## config.mk

```make
export PLATFORM = sky130hd
export DESIGN_NAME = rom_dl_router
export DESIGN_NICKNAME = d
export VERILOG_FILES = /design/src/rtl/rom_dl_router_pkg.sv /design/src/rtl/dl_throttle.sv /design/src/rtl/rom_dl_router.sv
export SDC_FILE = /design/constraint.sdc
export NUM_CORES = 1
export LEC_CHECK = 0
export ABC_AREA = 1
export BUFFER_PORTS_ARGS = -buffer_cell sky130_fd_sc_hd__buf_2
export CORE_MARGIN = 2
export CORE_UTILIZATION = 43
export DETAILED_ROUTE_END_ITERATION = 7
export GPL_TIMING_DRIVEN = 0
export PLACE_DENSITY = 0.67
export SYNTH_ARGS = -nofsm -noshare
export SYNTH_HDL_FRONTEND = slang
export SYNTH_SLANG_ARGS = --single-unit
```

## constraint.sdc

```tcl
create_clock -name clk_sys -period 2.15 [get_ports clk_sys]
set_clock_uncertainty 0.2 [all_clocks]
set_input_delay 0.1075 -clock clk_sys [delete_from_list [all_inputs] [get_ports clk_sys]]
set_output_delay 0.1075 -clock clk_sys [all_outputs]
set_load 0.02 [all_outputs]
```

## src/rtl/rom_dl_router_pkg.sv

```systemverilog
// Shared types for the ROM download router.
// FSM state encoding and region-select field width.
package rom_dl_router_pkg;

    typedef enum logic [1:0] {
        RELEASE,
        IDLE,
        LOAD,
        DRAIN
    } dl_state_e;

    localparam int REGION_W = 3;

endpackage

```

## src/rtl/dl_throttle.sv

```systemverilog
// Issue register with ioctl_wait stall counter and a one-entry
// pending buffer for a byte that arrives while stalled.
module dl_throttle #(
    parameter int DW          = 25,
    parameter int WAIT_CYCLES = 0
) (
    input  logic          clk_sys,
    input  logic          RESET_n,
    input  logic          in_valid,
    input  logic [DW-1:0] in_data,
    output logic          issue,
    output logic [DW-1:0] issue_data,
    output logic          stall,
    output logic          busy,
    output logic          drop
);

    localparam logic [3:0] WAIT_LOAD = 4'(WAIT_CYCLES);

    logic [3:0]    wait_cnt;
    logic          pend_valid;
    logic [DW-1:0] pend_data;

    assign stall = wait_cnt != 4'd0;
    assign busy  = stall | pend_valid;
    assign drop  = in_valid & stall & pend_valid;

    always_ff @(posedge clk_sys or negedge RESET_n) begin
        if (!RESET_n) begin
            wait_cnt   <= 4'd0;
            pend_valid <= 1'b0;
            pend_data  <= '0;
            issue      <= 1'b0;
            issue_data <= '0;
        end else begin
            issue <= 1'b0;
            if (stall) begin
                wait_cnt <= wait_cnt - 4'd1;
                if (in_valid && !pend_valid) begin
                    pend_valid <= 1'b1;
                    pend_data  <= in_data;
                end
            end else if (pend_valid) begin
                // stall just ended: drain the buffer, refill it if a byte is arriving now
                issue      <= 1'b1;
                issue_data <= pend_data;
                wait_cnt   <= WAIT_LOAD;
                pend_valid <= in_valid;
                if (in_valid) begin
                    pend_data <= in_data;
                end
            end else if (in_valid) begin
                issue      <= 1'b1;
                issue_data <= in_data;
                wait_cnt   <= WAIT_LOAD;
            end
        end
    end

endmodule

```

## src/rtl/rom_dl_router.sv

```systemverilog
// Routes HPS ioctl ROM download bytes to one-hot region sinks and
// holds the game core in reset while a load is in flight.
module rom_dl_router
    import rom_dl_router_pkg::*;
#(
    parameter int NUM_REGIONS = 4,
    parameter int ADDR_W      = 14,
    parameter int INDEX       = 0,
    parameter int WAIT_CYCLES = 0,
    parameter int HOLD_CYCLES = 16
) (
    input  logic                   clk_sys,
    input  logic                   RESET_n,
    input  logic                   ioctl_download,
    input  logic [7:0]             ioctl_index,
    input  logic                   ioctl_wr,
    input  logic [24:0]            ioctl_addr,
    input  logic [7:0]             ioctl_dout,
    output logic                   ioctl_wait,
    output logic [ADDR_W-1:0]      dn_addr,
    output logic [7:0]             dn_data,
    output logic [NUM_REGIONS-1:0] dn_wr,
    output logic [NUM_REGIONS-1:0] region_loaded,
    output logic                   overflow,
    output logic                   core_reset,
    output logic [24:0]            byte_count
);

    localparam int         DW        = REGION_W + ADDR_W + 8;
    localparam logic [3:0] NUM_R     = 4'(NUM_REGIONS);
    localparam logic [7:0] HOLD_LAST = 8'(HOLD_CYCLES - 1);

    dl_state_e state, next_state;

    logic [7:0]            hold_cnt;
    logic [NUM_REGIONS-1:0] hit_mask;
    logic                  idx_match, active, accept;
    logic                  out_of_range, fwd, bad;
    logic [REGION_W-1:0]   sel, iss_sel;
    logic [24:0]           high_bits;
    logic                  issue, thr_stall, thr_busy, thr_drop;
    logic [DW-1:0]         issue_data;
    logic                  start, finish, wrap, ovf_set;

    assign idx_match = ioctl_index == 8'(INDEX);
    assign active    = ioctl_download & idx_match;
    assign sel       = ioctl_addr[ADDR_W +: REGION_W];
    assign high_bits = ioctl_addr >> (ADDR_W + REGION_W);

    assign out_of_range = ({1'b0, sel} >= NUM_R) || (high_bits != '0);

    // LOAD keeps accepting for the cycle in which ioctl_download falls
    assign accept = ioctl_wr & idx_match &
                    ((state == LOAD) ||
                     (ioctl_download && (state == IDLE || state == RELEASE)));

    assign fwd = accept & ~out_of_range;
    assign bad = accept & out_of_range;

    dl_throttle #(
        .DW          (DW),
        .WAIT_CYCLES (WAIT_CYCLES)
    ) u_throttle (
        .clk_sys    (clk_sys),
        .RESET_n    (RESET_n),
        .in_valid   (fwd),
        .in_data    ({sel, ioctl_addr[ADDR_W-1:0], ioctl_dout}),
        .issue      (issue),
        .issue_data (issue_data),
        .stall      (thr_stall),
        .busy       (thr_busy),
        .drop       (thr_drop)
    );

    assign ioctl_wait = thr_stall;
    assign iss_sel    = issue_data[DW-1 -: REGION_W];
    assign dn_addr    = issue_data[8 +: ADDR_W];
    assign dn_data    = issue_data[7:0];

    always_comb begin
        dn_wr = '0;
        for (int i = 0; i < NUM_REGIONS; i++) begin
            if (issue && iss_sel == REGION_W'(i)) begin
                dn_wr[i] = 1'b1;
            end
        end
    end

    always_comb begin
        next_state = state;
        unique case (state)
            RELEASE: begin
                if (active) begin
                    next_state = LOAD;
                end else if (hold_cnt == HOLD_LAST) begin
                    next_state = IDLE;
                end
            end
            IDLE: begin
                if (active) begin
                    next_state = LOAD;
                end
            end
            LOAD: begin
                if (!active) begin
                    next_state = DRAIN;
                end
            end
            DRAIN: begin
                if (!thr_busy) begin
                    next_state = RELEASE;
                end
            end
        endcase
    end

    assign start   = (next_state == LOAD) && (state != LOAD);
    assign finish  = (state == DRAIN) && (next_state == RELEASE);
    assign wrap    = issue && (byte_count == '1);
    assign ovf_set = bad | thr_drop | wrap;

    always_ff @(posedge clk_sys or negedge RESET_n) begin
        if (!RESET_n) begin
            state         <= RELEASE;
            core_reset    <= 1'b1;
            hold_cnt      <= 8'd0;
            hit_mask      <= '0;
            region_loaded <= '0;
            overflow      <= 1'b0;
            byte_count    <= '0;
        end else begin
            state      <= next_state;
            core_reset <= next_state != IDLE;
            if (state == RELEASE && next_state == RELEASE) begin
                hold_cnt <= hold_cnt + 8'd1;
            end else begin
                hold_cnt <= 8'd0;
            end
            if (start) begin
                byte_count    <= '0;
                hit_mask      <= '0;
                region_loaded <= '0;
                overflow      <= ovf_set;
            end else begin
                if (issue) begin
                    byte_count <= byte_count + 25'd1;
                end
                hit_mask <= hit_mask | dn_wr;
                overflow <= overflow | ovf_set;
                if (finish) begin
                    region_loaded <= hit_mask | dn_wr;
                end
            end
        end
    end

endmodule

```

# ---- Yosys cells after proc, flatten, opt, wreduce, memory -nomap -nowiden
# Index checks and enable logic that the tools add are counted.
dict set report op_classes {
  order_cmp 1
  n_reduce_logical 28
  n_eq_ne 12
  addsub 3
  n_bitwise 14
  mux 31
}
# operator n
set ops {}
lappend ops {{$mux 25} 7}
lappend ops {{$add 25x1->25 const B} 1}
lappend ops {{$eq 25x25->1 const B} 1}
lappend ops {{$reduce_bool 25->1} 1}
lappend ops {{$mux 4} 6}
lappend ops {{$mux 1} 11}
lappend ops {{$logic_and 1x1->1} 10}
lappend ops {{$mux 2} 5}
lappend ops {{$reduce_bool 2->1} 5}
lappend ops {{$add 8x1->8 const B} 1}
lappend ops {{$eq 8x4->1 const B} 1}
lappend ops {{$logic_not 8->1} 1}
lappend ops {{$mux 8} 1}
lappend ops {{$pmux 2 s4} 1}
lappend ops {{$and 1x1->1} 7}
lappend ops {{$eq 2x2->1 const B} 3}
lappend ops {{$eq 3x2->1 const B} 2}
lappend ops {{$logic_not 2->1} 2}
lappend ops {{$ne 2x2->1 const B} 2}
lappend ops {{$or 1x1->1} 4}
lappend ops {{$or 4x4->4} 1}
lappend ops {{$reduce_bool 4->1} 1}
lappend ops {{$sub 4x1->4 const B} 1}
lappend ops {{$eq 3x1->1 const B} 1}
lappend ops {{other kinds (10)} 13}
dict set report word_totals {
  wordCells 101
  out_inout_bits 58
  inputBits 45
  register_bits 101
}

# ---- Depth between registers and ports, before layout
# Gate-level depths: netlist of the first run.
dict set report depth {
  ltp_word 12
  depth_mapped 11
  depth_no_buf 10
}

# ---- By module
# From an unflattened synthesis of the first run, not the netlist that was laid out.
dict set report unflattened {
  hier_cells 685
  hier_area_um2 5198.7
}
# module seq_area_each_um2 n_inst area_each_um2 cells_each
set modules_own_cells {}
lappend modules_own_cells {rom_dl_router 1127.3 1 2625.0 360}
lappend modules_own_cells {dl_throttle 1401.3 1 2573.7 325}

# ---- Worst setup path after synthesis of the first run
# OpenSTA, ideal clock, no wires.
dict set report synth_timing {
  path_kind {register -> register}
  start {register byte_count[0]}
  end {register byte_count[20]}
  path_stages_with_launch 9
  n_path_buf 0
  required_ns 1.827
  path_slack_ns 0.335
  t_arrival_ns 1.493
  setup_time_ns 0.123
  synth_period_minus_slack_ns 1.815
  cell_sequence {dfrtp_1 -> ha_1 -> nand2_1 -> nor2_1 -> nand3_1 -> nor2_1 -> nand3_1 -> nand2_1 -> nor2_1}
}
dict set report synth_between {
  elab_chain_len 3
}
# element line
set synth_lines {}
lappend synth_lines {{start: declaration} rom_dl_router.sv:26} ;# output logic [24:0] byte_count
lappend synth_lines {{start signal: assignment} rom_dl_router.sv:146} ;# byte_count <= byte_count + 25'd1;
lappend synth_lines {{$add 25x1->25} rom_dl_router.sv:146}
lappend synth_lines {{$mux 25} rom_dl_router.sv:145} ;# if (issue) begin
lappend synth_lines {{$mux 25} rom_dl_router.sv:139} ;# if (start) begin
# Every way passes these cells. The select of a mux whose other input is x is not followed.
# A chain may end at the register's enable or synchronous reset.

# ---- Worst setup path after layout of the first run
dict set report layout_timing {
  start {register u_throttle.issue}
  end {output dn_wr[1]}
}
dict set report layout_between {
  elab_chain_len 2
}
# element line
set layout_lines {}
lappend layout_lines {{start: declaration} dl_throttle.sv:11} ;# output logic issue,
lappend layout_lines {{start signal: assignment} dl_throttle.sv:33} ;# issue <= 1'b0;
lappend layout_lines {{start signal: assignment} dl_throttle.sv:36} ;# issue <= 1'b0;
lappend layout_lines {{start signal: assignment} dl_throttle.sv:45} ;# issue <= 1'b1;
lappend layout_lines {{$logic_and 1x1->1} rom_dl_router.sv:83} ;# if (issue && iss_sel == REGION_W'(i)) begin
lappend layout_lines {{$mux 1} rom_dl_router.sv:83}
lappend layout_lines {{end: declaration} rom_dl_router.sv:22} ;# output logic [NUM_REGIONS-1:0] dn_wr,
# Every way passes these cells.

==> run summary, run 1 <==
clock latency on the worst-skew pair - 0.35 ns
total number of vias - 4881
fillers - 1176
VDD IR max - 0.000314 V
Hold Path Class - primary input to register
Vias/cell - 4.94
Syn Area/Cell - 7.57 sq um
YS warnings - 0
unrepaired setup endpoints after global routing - false
non-filler cells, final - 989
drt wl/cell - 13.0 um
Worst EP required - 1.84 ns
ANT cells - 0
number of clock sinks - 101
Worst Max-Slew Pin Slew - 0.684 ns
first-pass GRT wire length - 21300 um
row cnt - 40
Leak Pwr - 3.69 nW
setup bufs post-CTS - 0
drt drc - 0
Max-cap violations - 0
CTS H-tree depth - 3
DP HPWL - 9330 um
total CTS buffers - 9
core area - 12000 sq um
post-route setup TNS - 0 ns
initial antenna violation count - 0
R2R Setup Slk - 0.20 ns
endpoints failing setup - 0
initial core utilization - 0.440
dpl ws - 0.119 ns
first-iteration detailed-routing DRC count - 260
Reg area - 2530 sq um
clk buf depth - 2
CP startpoint kind - register
final hold violation count - 0
Worst Slack Setup Final - 0.104 ns
largest net degree at the start of global routing - 52
syn_nets - 742
f_max - 0.489 GHz
synthesis-to-layout area growth - 24.5%
CP Class - register to output port
Final nets - 885
total grt overflow - 0
synthesized area - 5260 sq um
clk root buf - clkbuf_16
GRT Total Usage - 0.204
Final min period - 2.05 ns
ratio of cells with drive above 1 in the final layout - 0.205
DIE HEIGHT - 115 um
Cells after Synth - 695
PwrDens - 596 nW/um^2
status - completed
Post-Route WL - 12800 um
#FFs+latches synth - 101
die area - 13100 sq um
Worst slew margin - 0.544
Pre-Repair DR Iteration Count - 6
hold slack final - 0.00481 ns
worst-path fanout max - 8
Chip Width - 115 um
crit path DAT - 1.74 ns
share of the synthesized area in the top cell type - 0.476
Synth area leader - dfrtp_1
period utilization - 0.951
Power Total - 3.90 mW
Inst Count DP - 945
Final Slew Violations - 0
CTS clk-pin slew, worst paths - 0.07 ns
Port Buffers - 102
Area contributors post-synth - dfrtp_1 48%, nand2_1 15%, inv_1 7.0%, o21ai_0 5.3%, nor2_1 5.0%
Seq/Total Area, Yosys - 0.481
crit end category - output port
synth unique cells - 32
Top Ports - 103
Placer Congestion - 0.836
vias in the first global route - 4559
Antenna Violating Nets Remaining - 0
CTS tree - done
Multi-input gate area - 2080 sq um
==> logic make-up after synthesis <==
family / count (synthesis) / synth area share
xor+xnor: 14 / 0.0233
flops: 101 / 0.481
simple gates: 365 / 0.300
compound gates: 69 / 0.0661
fa+ha+maj: 2 / 0.00476
buf+inv: 144 / 0.125
==> worst max-delay path, stage by stage (launching register included) <==
cell	delay, ns
dfrtp_1	0.39
inv_1	0.18
nor2_1	0.18
inv_1	0.07
nor3_1	0.32
buf_2	0.24
==> power breakdown <==
group          switching (mW)  total (mW)  internal [mW]
sequential             0.0487        2.01           1.96
combinational           0.221       0.367          0.146
clock                   0.712        1.52          0.811
total                   0.982        3.90           2.92
==> flip-flops by register name (all words and copies together), names as in the netlist <==
register,count
u_throttle.issue_data,25
state,2
u_throttle.wait_cnt,4
overflow,1
u_throttle.pend_data,25
core_reset,1
region_loaded,4
u_throttle.issue,1
byte_count,25
hold_cnt,8
hit_mask,4
u_throttle.pend_valid,1
==> cells in the final DEF, fill, tap and decap left out <==
cell type,instances
clkbuf_16,9
xor2_1,8
clkbuf_8,1
nand3b_4,1
nor3_1,5
nor2_1,69
clkbuf_1,9
nand2_4,2
clkinvlp_4,3
nand4_1,13
buf_6,2
dfrtp_1,100
o21ai_0,56
nand3b_1,2
buf_2,108
inv_1,98
a21oi_1,7
ha_1,2
clkbuf_2,1
nand3_1,52
dlygate4sd3_1,29
nor2_2,4
dfstp_2,1
inv_2,3
buf_4,25
buf_16,1
nor2_4,2
xnor2_1,6
buf_1,1
clkinv_1,1
nand2_2,3
nand3_2,2
or2_2,4
nand3_4,1
nand2_1,205
o211ai_1,1
o21ai_1,5
==> cell usage after synthesis (all sizes together) <==
master	n
a21oi	7
buf	34
clkbuf	8
clkinv	1
dfrtp	100
dfstp	1
ha	2
inv	101
nand2	210
nand3	55
nand3b	3
nand4	13
nor2	75
nor3	5
o211ai	1
o21ai	61
or2	4
xnor2	6
xor2	8
==> per-layer routing <==
layer,up-vias,track usage,share of wire
met4,0,0.0886,0.021
met1,2317,0.272,0.45
met5,-,0,0
met3,21,0.0318,0.048
li1,2421,-,-
met2,122,0.330,0.49
==> area by class of cell <==
type,count,area share
Clock buffer,12,0.0377
Sequential cell,101,0.386
Inverter,102,0.0585
Buffer,42,0.0417
Multi-Input combinational cell,450,0.317
Clock inverter,3,0.00344
Tap cell,147,0.0281
Timing Repair Buffer,132,0.127
==> per-stage QoR <==
stage / cell area [sq um] / utilization
after CTS: 6540 / 0.547
after detailed placement: 5980 / 0.500
after global routing: 6550 / 0.547
after global placement: 5950 / 0.498
after floorplan: 5260 / -
final: 6550 / 0.547
==> worst paths after layout <==
kind                                  startpoint               endpoint  cells past startpoint
worst min-delay path                    ioctl_wr  u_throttle.pend_valid                      7
min in group asynchronous                RESET_n         byte_count[15]                      2
max in group asynchronous                RESET_n             core_reset                      3
worst max register to register     byte_count[0]               overflow                      7
worst min register to register       hold_cnt[0]            hold_cnt[0]                      1
worst max-delay path            u_throttle.issue               dn_wr[1]                      5
==> what timing repair did <==
action / 4_1_cts / 5_1_grt
setup endpoints to repair: 0 / 3
hold buffers: 29 / 0
resized for setup: 0 / 1
hold endpoints to repair: 103 / 0
Power figures use the tool's default switching activity.
==> run 2, diff against run 1 <==
Settings changed: CORE_UTILIZATION 43 to 54, PLACE_DENSITY 0.67 to 0.8, RECOVER_POWER set to 25.
==> run 2 against run 1 <==
Critical path depth unchanged. Fmax decreased by 1.8%. Worst hold slack got worse by 0.0042 ns. Count of clock-buffer cells in the layout decreased by 2. Sequential power about the same. Setup slack got worse by 0.037 ns. Power decreased by 11%. Sequential share of layout area increased by 0.78 points. Utilization increased by 12 points. Register-to-register slack improved by 0.03 ns. Global-route usage increased by 4.5 points. Critical endpoint is now dn_wr[3].
==> run summary, run 2 (synthesis results as in run 1) <==
clock latency on the worst-skew pair - 0.37 ns (was 0.35 ns)
vias in the first global route - 4539 (was 4559)
commonest non-fill, non-tap cell in the layout - nand2_1 (unchanged)
Slowest cell on crit path - dfrtp_1 (unchanged)
Reg area - 2530 sq um (unchanged)
Worst slew margin - 0.194 (was 0.544)
CP Class - register to output port (unchanged)
worst-path fanout max - 8 (unchanged)
crit end category - output port (unchanged)
first-pass GRT wire length - 20600 um (was 21300 um)
synthesis-to-layout area growth - 22.0% (was 24.5%)
fillers - 842 (was 1176)
cell chain of the critical path - inv_1 -> nor2_1 -> inv_1 -> nor3_1 -> buf_2 (unchanged)
Max-cap violations - 0 (unchanged)
total grt overflow - 0 (unchanged)
drt drc - 0 (unchanged)
most frequent cells in the layout - 205 x nand2_1, 100 x dfrtp_1, 98 x inv_1 (was 205 x nand2_1, 108 x buf_2, 100 x dfrtp_1)
met2 usage - 0.416 (was 0.330)
crit path DAT - 1.78 ns (was 1.74 ns)
Buf/Inv on CP - 3 (unchanged)
final hold violation count - 0 (unchanged)
Placer Congestion - 0.853 (was 0.836)
Final Slew Violations - 0 (unchanged)
row cnt - 36 (was 40)
total number of vias - 4861 (was 4881)
Pre-Repair DR Iteration Count - 5 (was 6)
dpl ws - 0.224 ns (was 0.119 ns)
number of clock sinks - 101 (unchanged)
drt wl/cell - 12.8 um (was 13.0 um)
Vias/cell - 4.98 (was 4.94)
unrepaired setup endpoints after global routing - false (unchanged)
met3 GRT Util - 0.0366 (was 0.0318)
Final nets - 886 (was 885)
endpoints failing setup - 0 (unchanged)
Port Buffers - 102 (unchanged)
total CTS buffers - 9 (unchanged)
top flop regs - byte_count: 25 flops, u_throttle.issue_data: 25 flops, u_throttle.pend_data: 25 flops (unchanged)
largest net degree at the start of global routing - 56 (was 52)
first-iteration detailed-routing DRC count - 221 (was 260)
initial antenna violation count - 0 (unchanged)
DIE HEIGHT - 103 um (was 115 um)
Inst Count DP - 931 (was 945)
f_max - 0.480 GHz (was 0.489 GHz)
VDD IR max - 0.000361 V (was 0.000314 V)
CP dominant cell by count - inv_1 (unchanged)
CTS H-tree depth - 3 (unchanged)
Top Ports - 103 (unchanged)
ratio of cells with drive above 1 in the final layout - 0.194 (was 0.205)
CTS clk-pin slew, worst paths - 0.09 ns (was 0.07 ns)
slowest stage delay, CP - 0.41 ns (was 0.39 ns)
Post-Route WL - 12500 um (was 12800 um)
initial core utilization - 0.548 (was 0.440)
Worst Slack Setup Final - 0.0671 ns (was 0.104 ns)
setup bufs post-CTS - 0 (unchanged)
ANT cells - 0 (unchanged)
routing usage on met1 - 0.336 (was 0.272)
family with the most delay on the worst path - buffers and inverters (was simple AND/OR/NAND/NOR gates)
Final min period - 2.08 ns (was 2.05 ns)
Antenna Violating Nets Remaining - 0 (unchanged)
Chip Width - 103 um (was 115 um)
CTS tree - done (unchanged)
CP startpoint kind - register (unchanged)
core area - 9590 sq um (was 12000 sq um)
PwrDens - 541 nW/um^2 (was 596 nW/um^2)
period utilization - 0.969 (was 0.951)
clk root buf - clkbuf_8 (was clkbuf_16)
Worst EP required - 1.84 ns (about the same)
non-filler cells, final - 977 (was 989)
DP HPWL - 8970 um (was 9330 um)
die area - 10500 sq um (was 13100 sq um)
Leak Pwr - 3.60 nW (was 3.69 nW)
status - completed (unchanged)
clk buf depth - 2 (unchanged)
GR peak layer - met2 (unchanged)
Multi-input gate area - 2080 sq um (about the same)
Hold Path Class - primary input to register (unchanged)
GRT Total Usage - 0.249 (was 0.204)
Worst Max-Slew Pin Slew - 1.21 ns (was 0.684 ns)
run 2: metal layers:
layer  vias to the layer above  wire length [um]  share of wire
li1                       2410                 -              -
met1                      2287              5530           0.44
met2                       140              6130           0.49
met3                        24               617          0.049
met4                         0               205          0.016
met5                         -                 0              0
run 2: per-stage QoR:
step	util	TNS, ns	hold slack, ns	area, sq um	total power [mW]
floorplan	-	0	-0.388	5260	2.22
global placement	0.619	-24.05	0.207	5940	2.35
detailed placement	0.622	0	-0.0316	5970	2.37
CTS	0.671	0	0.00330	6440	3.50
global route	0.669	0	0.0609	6420	3.63
finish	0.669	0	0.000601	6420	3.47
run 2: final timing paths:
| check | end | slack (ns) | start | cells past startpoint |
|---|---|---|---|---|
| max | dn_wr[3] | 0.07 | u_throttle.issue | 5 |
| min | u_throttle.pend_valid | 0.0006 | ioctl_index[0] | 8 |
| max reg2reg | u_throttle.pend_data[10] | 0.23 | u_throttle.wait_cnt[0] | 9 |
| min reg2reg | hold_cnt[0] | 0.26 | hold_cnt[0] | 1 |
| max in group asynchronous | core_reset | 0.36 | RESET_n | 3 |
| min in group asynchronous | byte_count[11] | 0.29 | RESET_n | 2 |
run 2: cell type report:
cell class	count	share of cell area
clock buffer	10	0.0199
clock inverter	6	0.00761
tap	133	0.0259
timing repair buffer	133	0.126
buffer	42	0.0425
multi-input combinational	450	0.324
inverter	102	0.0597
sequential	101	0.394
run 2: repair_timing:
action,CTS,global route
hold buffers,30,0
setup endpoints to repair,0,2
gates resized for setup,0,2
endpoints found under the hold margin,99,0
run 2: worst register-to-register path, delay by kind of cell (launching register included):
family	cells	cell delay, ns
AO/OA/AOI/OAI	1	0.10
buffers and inverters	2	0.32
AND/OR/NAND/NOR	6	0.74
flip-flops	1	0.45
run 2: where the power goes:
| group | total (mW) | internal [mW] | switching, mW |
|---|---|---|---|
| logic | 0.360 | 0.142 | 0.218 |
| clock network | 1.11 | 0.429 | 0.682 |
| registers | 2.00 | 1.96 | 0.0463 |
